File: config.mk
export PLATFORM = sky130hd
export DESIGN_NAME = fb_read_streamer_flat
export DESIGN_NICKNAME = d
export VERILOG_FILES = /design/src/rtl/fb_read_streamer_pkg.sv /design/src/rtl/fb_read_streamer_if.sv /design/src/rtl/fb_read_streamer_sync_fifo.sv /design/src/rtl/fb_read_streamer.sv /design/src/flat_wrapper.sv
export SDC_FILE = /design/constraint.sdc
export NUM_CORES = 1
export LEC_CHECK = 0
export ABC_AREA = 1
export ABC_CLOCK_PERIOD_IN_PS = 5960
export CORE_MARGIN = 4
export CORE_UTILIZATION = 30
export DETAILED_ROUTE_END_ITERATION = 8
export DONT_BUFFER_PORTS = 1
export PLACE_DENSITY = 0.55
export SLEW_MARGIN = 20
export SYNTH_ARGS = -nofsm -noshare
export SYNTH_HDL_FRONTEND = slang
export SYNTH_SLANG_ARGS = --single-unit
File: constraint.sdc
create_clock -name i_Clk -period 5.96 [get_ports i_Clk]
set_input_delay 0 -clock i_Clk [delete_from_list [all_inputs] [get_ports i_Clk]]
set_output_delay 0 -clock i_Clk [all_outputs]
set_load 0.01 [all_outputs]
File: src/rtl/fb_read_streamer_pkg.sv
// Shared constants and types for the framebuffer read streamer: SDRAM command
// encodings, read burst length and the streamer FSM state type.
package fb_read_streamer_pkg;

    localparam logic [1:0] CMD_IDLE  = 2'b00;
    localparam logic [1:0] CMD_WRITE = 2'b01;
    localparam logic [1:0] CMD_READ  = 2'b10;

    localparam int READ_BURST_LENGTH = 4;

    typedef enum logic [1:0] {
        ST_WAIT_INIT = 2'd0,
        ST_IDLE      = 2'd1,
        ST_READ      = 2'd2
    } state_e;

endpackage

File: src/rtl/fb_read_streamer_if.sv
// Bus bundle between the streamer, the shared SDRAM controller command port
// and the LCD pixel consumer. The master side is the streamer itself.
interface fb_read_streamer_if #(
    parameter int ADDR_W = 22
);
    logic [1:0]        o_Command;
    logic [ADDR_W-1:0] o_Data_Address;
    logic              i_Data_Read_Valid;
    logic [31:0]       i_Data_Read;
    logic [31:0]       o_Pixel_Data;
    logic              o_Pixel_Valid;
    logic              i_Pixel_Ready;

    modport master (
        output o_Command, o_Data_Address, o_Pixel_Data, o_Pixel_Valid,
        input  i_Data_Read_Valid, i_Data_Read, i_Pixel_Ready
    );

    modport slave (
        input  o_Command, o_Data_Address, o_Pixel_Data, o_Pixel_Valid,
        output i_Data_Read_Valid, i_Data_Read, i_Pixel_Ready
    );
endinterface

File: src/rtl/fb_read_streamer_sync_fifo.sv
// First-word-fall-through synchronous FIFO with flush and occupancy count.
// The head word reads as zero while the FIFO is empty.
module sync_fifo #(
    parameter int WIDTH = 32,
    parameter int DEPTH = 16
) (
    input  logic                       clk,
    input  logic                       rst,
    input  logic                       push_i,
    input  logic                       pop_i,
    input  logic                       flush_i,
    input  logic [WIDTH-1:0]           wdata_i,
    output logic [WIDTH-1:0]           rdata_o,
    output logic [$clog2(DEPTH):0]     count_o,
    output logic                       empty_o
);
    localparam int AW = $clog2(DEPTH);
    localparam logic [AW:0] DEPTH_C = (AW+1)'(DEPTH);

    logic [WIDTH-1:0] mem [DEPTH];
    logic [AW-1:0]    wr_q, wr_d, rd_q, rd_d;
    logic [AW:0]      cnt_q, cnt_d;
    logic             full, do_push, do_pop;

    assign full    = (cnt_q == DEPTH_C);
    assign empty_o = (cnt_q == '0);
    assign do_push = push_i && !full;
    assign do_pop  = pop_i && !empty_o;
    assign count_o = cnt_q;
    assign rdata_o = empty_o ? '0 : mem[rd_q];

    always_comb begin
        wr_d  = wr_q;
        rd_d  = rd_q;
        cnt_d = cnt_q;
        if (flush_i) begin
            wr_d  = '0;
            rd_d  = '0;
            cnt_d = '0;
        end else begin
            if (do_push) wr_d = wr_q + 1'b1;
            if (do_pop)  rd_d = rd_q + 1'b1;
            case ({do_push, do_pop})
                2'b10:   cnt_d = cnt_q + 1'b1;
                2'b01:   cnt_d = cnt_q - 1'b1;
                default: cnt_d = cnt_q;
            endcase
        end
    end

    always_ff @(posedge clk or posedge rst) begin
        if (rst) begin
            wr_q  <= '0;
            rd_q  <= '0;
            cnt_q <= '0;
        end else begin
            wr_q  <= wr_d;
            rd_q  <= rd_d;
            cnt_q <= cnt_d;
        end
    end

    // Storage carries no reset; validity is tracked entirely by the pointers.
    always_ff @(posedge clk) begin
        if (do_push && !flush_i) mem[wr_q] <= wdata_i;
    end

    pushWhenFull: assert property (@(posedge clk) disable iff (rst) !(push_i && full));

endmodule

File: src/rtl/fb_read_streamer.sv
// Sweeps the framebuffer with SDRAM read bursts and streams the returned words
// to the LCD pixel path through a FWFT FIFO, with frame resync and underflow flag.
module fb_read_streamer
    import fb_read_streamer_pkg::*;
#(
    parameter int FRAME_WORDS = 96000,
    parameter int FIFO_DEPTH  = 16,
    parameter int ADDR_W      = 22
) (
    input  logic                i_Clk,
    input  logic                i_Reset,
    input  logic                i_SDRAM_Initialized,
    input  logic                i_Frame_Start,
    fb_read_streamer_if.master  bus,
    output logic                o_Underflow
);
    localparam int CNT_W  = $clog2(FIFO_DEPTH) + 1;
    localparam int BCNT_W = (READ_BURST_LENGTH > 1) ? $clog2(READ_BURST_LENGTH) : 1;
    localparam logic [ADDR_W-1:0] LAST_ADDR   = ADDR_W'(FRAME_WORDS - 1);
    localparam logic [CNT_W-1:0]  DEPTH_C     = CNT_W'(FIFO_DEPTH);
    localparam logic [CNT_W-1:0]  BURST_SLOTS = CNT_W'(READ_BURST_LENGTH);
    localparam logic [BCNT_W-1:0] BCNT_LAST   = BCNT_W'(READ_BURST_LENGTH - 1);

    state_e              state_q, state_d;
    logic [ADDR_W-1:0]   addr_q, addr_d;
    logic [BCNT_W-1:0]   bcnt_q, bcnt_d;
    logic                resync_q, resync_d;
    logic                underflow_q, underflow_d;

    logic [CNT_W-1:0]    fifo_count;
    logic [CNT_W-1:0]    free_slots;
    logic                fifo_empty;
    logic                fifo_push, fifo_pop, fifo_flush;
    logic                pixel_valid;

    assign free_slots = DEPTH_C - fifo_count;

    always_ff @(posedge i_Clk or posedge i_Reset) begin
        if (i_Reset) begin
            state_q     <= ST_WAIT_INIT;
            addr_q      <= '0;
            bcnt_q      <= '0;
            resync_q    <= 1'b0;
            underflow_q <= 1'b0;
        end else begin
            state_q     <= state_d;
            addr_q      <= addr_d;
            bcnt_q      <= bcnt_d;
            resync_q    <= resync_d;
            underflow_q <= underflow_d;
        end
    end

    // A burst already on the controller is never aborted: a frame start during
    // READ only marks the rest of it as stale, and IDLE does the flush.
    always_comb begin
        state_d     = state_q;
        addr_d      = addr_q;
        bcnt_d      = bcnt_q;
        resync_d    = resync_q;
        underflow_d = underflow_q |
                      (bus.i_Pixel_Ready && fifo_empty &&
                       (state_q != ST_WAIT_INIT) && !resync_q);
        case (state_q)
            ST_WAIT_INIT: begin
                if (i_SDRAM_Initialized) state_d = ST_IDLE;
            end
            ST_IDLE: begin
                if (fifo_flush) begin
                    addr_d   = '0;
                    resync_d = 1'b0;
                end else if (free_slots >= BURST_SLOTS) begin
                    state_d = ST_READ;
                    bcnt_d  = BCNT_LAST;
                end
            end
            ST_READ: begin
                if (i_Frame_Start) resync_d = 1'b1;
                if (bus.i_Data_Read_Valid) begin
                    addr_d = (addr_q == LAST_ADDR) ? '0 : addr_q + 1'b1;
                    if (bcnt_q == '0) state_d = ST_IDLE;
                    else              bcnt_d  = bcnt_q - 1'b1;
                end
            end
            default: state_d = ST_WAIT_INIT;
        endcase
    end

    always_comb begin
        bus.o_Command      = (state_q == ST_READ) ? CMD_READ : CMD_IDLE;
        bus.o_Data_Address = addr_q;
        fifo_flush         = (state_q == ST_IDLE) && (resync_q || i_Frame_Start);
        fifo_push          = (state_q == ST_READ) && bus.i_Data_Read_Valid && !resync_q;
        pixel_valid        = !fifo_empty && !resync_q;
        fifo_pop           = pixel_valid && bus.i_Pixel_Ready;
        bus.o_Pixel_Valid  = pixel_valid;
        o_Underflow        = underflow_q;
    end

    sync_fifo #(
        .WIDTH (32),
        .DEPTH (FIFO_DEPTH)
    ) u_fifo (
        .clk     (i_Clk),
        .rst     (i_Reset),
        .push_i  (fifo_push),
        .pop_i   (fifo_pop),
        .flush_i (fifo_flush),
        .wdata_i (bus.i_Data_Read),
        .rdata_o (bus.o_Pixel_Data),
        .count_o (fifo_count),
        .empty_o (fifo_empty)
    );

endmodule

File: src/flat_wrapper.sv
// flat-port wrapper written by rule: the top's interface ports become plain ports
module fb_read_streamer_flat import fb_read_streamer_pkg::*;
#(
    parameter int FRAME_WORDS = 96000,
    parameter int FIFO_DEPTH  = 16,
    parameter int ADDR_W      = 22
)
  (i_Clk, i_Reset, i_SDRAM_Initialized, i_Frame_Start, o_Underflow, bus_o_Command, bus_o_Data_Address, bus_o_Pixel_Data, bus_o_Pixel_Valid, bus_i_Data_Read_Valid, bus_i_Data_Read, bus_i_Pixel_Ready);
  fb_read_streamer_if #(.ADDR_W(ADDR_W)) bus_i ();
  input  logic i_Clk;
  input  logic i_Reset;
  input  logic i_SDRAM_Initialized;
  input  logic i_Frame_Start;
  output logic o_Underflow;
  output wire logic [$bits(bus_i.o_Command)-1:0] bus_o_Command;
  output wire logic [$bits(bus_i.o_Data_Address)-1:0] bus_o_Data_Address;
  output wire logic [$bits(bus_i.o_Pixel_Data)-1:0] bus_o_Pixel_Data;
  output wire logic [$bits(bus_i.o_Pixel_Valid)-1:0] bus_o_Pixel_Valid;
  input wire logic [$bits(bus_i.i_Data_Read_Valid)-1:0] bus_i_Data_Read_Valid;
  input wire logic [$bits(bus_i.i_Data_Read)-1:0] bus_i_Data_Read;
  input wire logic [$bits(bus_i.i_Pixel_Ready)-1:0] bus_i_Pixel_Ready;
  assign bus_o_Command = bus_i.o_Command;
  assign bus_o_Data_Address = bus_i.o_Data_Address;
  assign bus_o_Pixel_Data = bus_i.o_Pixel_Data;
  assign bus_o_Pixel_Valid = bus_i.o_Pixel_Valid;
  assign bus_i.i_Data_Read_Valid = bus_i_Data_Read_Valid;
  assign bus_i.i_Data_Read = bus_i_Data_Read;
  assign bus_i.i_Pixel_Ready = bus_i_Pixel_Ready;
  fb_read_streamer #(.FRAME_WORDS(FRAME_WORDS), .FIFO_DEPTH(FIFO_DEPTH), .ADDR_W(ADDR_W)) u_core (.i_Clk(i_Clk), .i_Reset(i_Reset), .i_SDRAM_Initialized(i_SDRAM_Initialized), .i_Frame_Start(i_Frame_Start), .bus(bus_i), .o_Underflow(o_Underflow));
endmodule
Yosys cells after proc, flatten, opt, wreduce, memory -nomap -nowiden --
Memory sizes are Yosys's and may differ from the RTL's. Index checks and enable logic that the tools add are counted.
Operators by class: bitwise operators 1, $add $sub $neg 7, muxes and demuxes 28, equal/unequal tests 14, order comparisons 1, reduce and logical (&&, ||, !) cells 28
Operators by type and width (count):
- 2-to-1 mux 22 bit | 3
- case mux 22 bit (2 select lines) | 1
- 2-to-1 mux 32 bit | 1
- adder 22 x 1 -> 22 bit, second input constant | 1
- == test 22 x 17 -> 1 bit, second input constant | 1
- 2-to-1 mux 2 bit | 10
- 2-to-1 mux 4 bit | 4
- inequality test 2 bit, second input constant | 6
- logical AND 1 bit | 11
- case mux 5 bit (2 select lines) | 1
- AND reduction 5 bit | 2
- adder 4 x 1 -> 4 bit, second input constant | 2
- nonzero test 2 bit | 4
- case mux 2 bit (3 select lines) | 1
- AND reduction 3 bit | 2
- adder 5 x 1 -> 5 bit, second input constant | 1
- == test 5 bit, second input constant | 1
- greater-or-equal comparator 5 x 3 -> 1 bit, second input constant | 1
- zero test 5 bit | 1
- 2-to-1 mux 5 bit | 1
- subtractor 5 x 1 -> 5 bit, second input constant | 1
- subtractor 5 bit, first input constant | 1
- == test 2 x 1 -> 1 bit, second input constant | 2
- == test 2 bit, second input constant | 2
- 10 further kinds | 18
Storage, ports and cells: memories 1, memory bits (writable) 512, output and inout port bits 58, register bits after elaboration 41, word-level logic and storage cells 88, bits of input ports 38
Memory list:
- u_core.u_fifo.mem | depth 16, width 32, read ports 1, clocked after memory_dff 0, wr ports 1, line fb_read_streamer_sync_fifo.sv:20 | logic [WIDTH-1:0] mem [DEPTH];

Longest topological paths before layout --
depth after elaboration 8, depth in mapped cells 21, mapped depth without buffers 19

By module --
From an unflattened synthesis, not the netlist that was laid out.
Second synthesis, totals: cell total of the unflattened synthesis 1773, area, all modules 22586.7 um2
Modules (own cells, without submodules):
- sync_fifo | instances 1, cells each 1527, area each 20860.0 um2
- fb_read_streamer | instances 1, cells each 246, area each 1726.7 um2

Least setup slack after synthesis --
Ideal clock, no wire load.
path kind register -> register, start point register u_core.u_fifo.cnt_q[3], in the netlist u_core.u_fifo.count_o[3], end point memory u_core.u_fifo.mem[8][0], enable pin, clock period less this slack 4.024 ns, cell stages (with the launch flop) 9, arrival time 3.563 ns, setup slack 1.936 ns, path through dfrtp_1 -> or2_2 -> nor2_1 -> ha_1 -> nor2_1 -> nand3_1 -> nor2_1 -> nand2_1 -> nor3_1
Between the ends: word-level cells in the longest chain between the ends 6
Ends and longest elaborated chain:
- from (decl) | line fb_read_streamer_sync_fifo.sv:22 | logic [AW:0] cnt_q, cnt_d;
- from (signal assigned) | line fb_read_streamer_sync_fifo.sv:59 | cnt_q <= cnt_d;
- == test 5 bit | line fb_read_streamer_sync_fifo.sv:25 | assign full = (cnt_q == DEPTH_C);
- zero test 1 bit | line fb_read_streamer_sync_fifo.sv:27 | assign do_push = push_i && !full;
- logical AND 1 bit | line fb_read_streamer_sync_fifo.sv:27
- logical AND 1 bit | line fb_read_streamer_sync_fifo.sv:65 | if (do_push && !flush_i) mem[wr_q] <= wdata_i;
- 2-to-1 mux 1 bit | line fb_read_streamer_sync_fifo.sv:65
- 2-to-1 mux 1 bit (implied by the code) | line fb_read_streamer_sync_fifo.sv:65
- to (decl) | line fb_read_streamer_sync_fifo.sv:20
Every way passes these cells.

Worst setup path after layout --
start point register u_core.u_fifo.rd_q[0], end point output port bus_o_Pixel_Data[30]
Between the ends: word-level cells in the longest chain between the ends 2
Ends and longest elaborated chain:
- from (decl) | line fb_read_streamer_sync_fifo.sv:21 | logic [AW-1:0] wr_q, wr_d, rd_q, rd_d;
- from (signal assigned) | line fb_read_streamer_sync_fifo.sv:58 | rd_q <= rd_d;
- memory (16 x 32 bit)
- 2-to-1 mux 32 bit | line fb_read_streamer_sync_fifo.sv:30 | assign rdata_o = empty_o ? '0 : mem[rd_q];
- to (decl) | line flat_wrapper.sv:17 | output wire logic [$bits(bus_i.o_Pixel_Data)-1:0] bus_o_Pixel_Data;
Every way passes these cells.

==> summary.txt <==
Global routing
  • Initial antenna violation count: 6
  • Largest net degree at the start of global routing: 138
  • Vias in the first global route: 15000
  • Global-route wire length before repair: 93900 um
  • Gr usage total: 0.147
  • Grt ovf: 0

Synth
  • Yosys reg bits: approximately 550
  • Ys flop type: edfxtp_1
  • Mux share of post-synthesis cell area: 0
  • Synth Area in XOR/XNOR: 0.00372
  • Mapped Area: 23500 sq um
  • Syn Nets: 2222
  • Top post-synthesis cells by count: 537 x nand2_1, 512 x edfxtp_1, 325 x nor2_1
  • Post-Syn Instances: between 2000 and 2500
  • Simple-Gate Fraction of Synth Area: 0.201
  • Sequential share of the synthesized area: 0.697
  • Syn avg cell area: 10.8 sq um
  • Cell variety after synth: 32
  • Post-synth EDFFs: 512
  • Synth Area in Compound Gates: 0.0414
  • Synth top area share: 0.654
  • Most frequent cell after synthesis: nand2_1
  • Adder-cell share of the synthesized area: 0.00851
  • Asr flop ratio synth: 0.0741
  • Top cells by area, synth: edfxtp_1 65%, nand2_1 8.6%, nand3_1 5.4%, nor2_1 5.2%, dfrtp_1 4.4%
  • Ys Warns: 0
  • Largest family of logic cells by synthesized area: simple AND/OR/NAND/NOR gates
  • Synth area leader: edfxtp_1

STA
  • RSZ-0062 raised after global routing: false
  • Final period util: 0.661
  • Setup violations, final: 0
  • Fmax: 254 MHz
  • Final-report max-slew violation count: 0
  • Max_slew headroom: 0.273
  • Setup TNS: 0 ps
  • Skew final: 21.7 ps
  • Final Hold Viols: 0
  • Slew @ Worst Pin: 1090 ps
  • Hold slack final: 121 ps
  • Tmin final: between 3000 and 4000 ps

Clock tree
  • CTS Sinks: between 500 and 600
  • Clk_lat worst skew: 640 ps
  • Htree depth: 2
  • Clk slew on worst S/H paths: ~60 ps
  • Root Buffer: clkbuf_16
  • Clock Path Buffers: 3
  • Post-CTS setup repair buffer count: 0
  • Number of CTS-inserted buffers: 59
  • CTS tree: done

Routing
  • DR WL/cell: 19.0 um
  • Drt via density: 4.76
  • First DRT Iteration DRCs: 1395
  • DRC viols: 0
  • Drt first pass iters: 5
  • Total Wirelength: 62200 um
  • Vias post-DR: 15600
  • Post-DRT Antenna Nets: 0

Critical path
  • Crit start category: flip-flop
  • Critical path type: reg -> out
  • R2R depth: 7
  • Critical path capture point type: output pin
  • Reg2reg setup slack: 2410 ps
  • Slowest cell on the critical path: buf_4
  • Critical Path RT: 5960 ps
  • RR Endpoint: u_core.u_fifo.mem[4][4]
  • Levels on crit path: 8
  • Crit-path cells: buf_4 -> buf_4 -> nor2_1 -> nor2_1 -> o21ai_0 -> nand3_1 -> nand3_1 -> a21oi_1
  • Crit path to: bus_o_Pixel_Data[30]
  • FF-to-FF Start: u_core.state_q[0]
  • Critical Path Max Stage Delay: 900 ps
  • WP buf/inv: 2
  • Max Fanout on Critical Path: just under 90
  • Arrival time of the worst setup path: 3940 ps
  • Critical path origin: u_core.u_fifo.rd_q[0]
  • Largest delay share family, worst path: buffers and inverters

Placed design
  • RePlAce Congestion: 0.788
  • PortBufs: 0
  • DPL Wire Length: 32000 um

Power
  • Power consumption: about 12000 uW
  • Power density cells: 437 nW/um^2
  • VDD IR max: between 0.4 and 0.5 mV
  • Static leakage: 0.00985 uW

Floorplanning
  • Rows: 102
  • Die width: around 290 um
  • Initial Utilization: 0.303
  • Die height: 288 um
  • Die footprint: approximately 83000 sq um
  • Core Box Area: between 70000 and 80000 sq um
  • IO Count: 96

Outcome
  • Outcome: completed

Min path
  • Hold WC Path Type: in -> reg

Job
  • Max Cap Violations: 0

Final layout
  • Area delta synth->final: 14.3%
  • Share of layout cells above drive strength 1: 0.0703
  • Fillers: 7739
  • Number of nets in the layout: 2236
## tightest hold or removal path, stage by stage
cell and delay (ps):
dlygate4sd3_1 560, nand3_1 90, o21bai_1 50
## kinds of logic (layout without fill, tap and decap cells)
logic type               count (synthesis)  after routing
AND/OR/NAND/NOR                       1153           1153
flip-flops                             553            553
buffers and inverters                  244            309
AO/OA/AOI/OAI                          191            191
adder cells (fa/ha/maj)                 16             16
XOR/XNOR                                10             10
other                                    1              4
## worst min path at each step
stage                             from  depth (start not counted)                           end  slack, ps
global route         bus_i_Pixel_Ready                          3            u_core.o_Underflow        130
detailed placement             i_Reset                          2  u_core.bus.o_Data_Address[7]         70
CTS                  bus_i_Pixel_Ready                          3            u_core.o_Underflow         90
global placement               i_Reset                          2  u_core.bus.o_Data_Address[7]         60
finish               bus_i_Pixel_Ready                          3            u_core.o_Underflow        120
floorplan           bus_i_Data_Read[0]                          0       u_core.u_fifo.mem[0][0]        100
## area by class of cell
cell class	instances	area (sq um)	area share
inverter	125	475	0.0177
multi-input combinational	1371	6080	0.226
clock buffer	70	1520	0.0564
tap	1040	1300	0.0484
clock inverter	42	452	0.0168
antenna	3	7.51	0.000279
timing repair buffer	72	648	0.0241
sequential	553	16400	0.610
## repair_timing
| item | CTS | global route |
|---|---|---|
| endpoints found under the setup margin | 0 | 0 |
| endpoints found under the hold margin | 572 | 0 |
| hold buffers | 38 | 0 |
| resized for setup | 0 | 0 |
## metrics by stage
step	setup WS [ps]	std cells	util	area [sq um]
2_1_floorplan	1940	2168	-	23500
3_3_place_gp	2460	3123	0.316	24500
3_5_place_dp	2360	3123	0.316	24500
4_1_cts	1940	3273	0.346	26900
5_1_grt	1670	3276	0.347	26900
6_report	2020	3276	0.347	26900
## flip-flops by register name (all words and copies together), names as in the netlist
signal and flops:
u_core.u_fifo.count_o 5, u_core.u_fifo.mem 512, u_core.u_fifo.wr_q 4, u_core.bcnt_q 2, u_core.bus.o_Data_Address 22, u_core.state_q 2, u_core.u_fifo.rd_q 4, u_core.resync_q 1
u_core.o_Underflow 1
## routing by layer
layer	vias up	wire (um)	share of wire	global-route usage
met5	-	26	0.00042	0
met4	4	925	0.015	0.0301
met3	68	3760	0.060	0.0292
met2	406	30100	0.48	0.248
met1	7722	27300	0.44	0.197
li1	7398	-	-	-
## report_power, final
group | switching (uW) | total [uW] | internal, uW
registers | 209 | 4550 | 4340
clock network | 1570 | 3740 | 2170
logic | 2500 | 3450 | 953
total | 4280 | 11700 | 7460
## placed cells by master, fill, tap and decap left out, types with 9 or more instances in the layout
master	n
clkbuf_1	11
clkinv_2	19
edfxtp_1	512
nor2_1	321
buf_4	33
dfrtp_1	37
nand4_1	15
inv_1	120
dlygate4sd3_1	38
ha_1	15
nor3_2	12
nand2_1	537
clkinv_1	9
nand3_1	253
a21oi_1	38
o21ai_0	143
clkbuf_16	59
No activity file was read; power rests on OpenSTA's default activity.
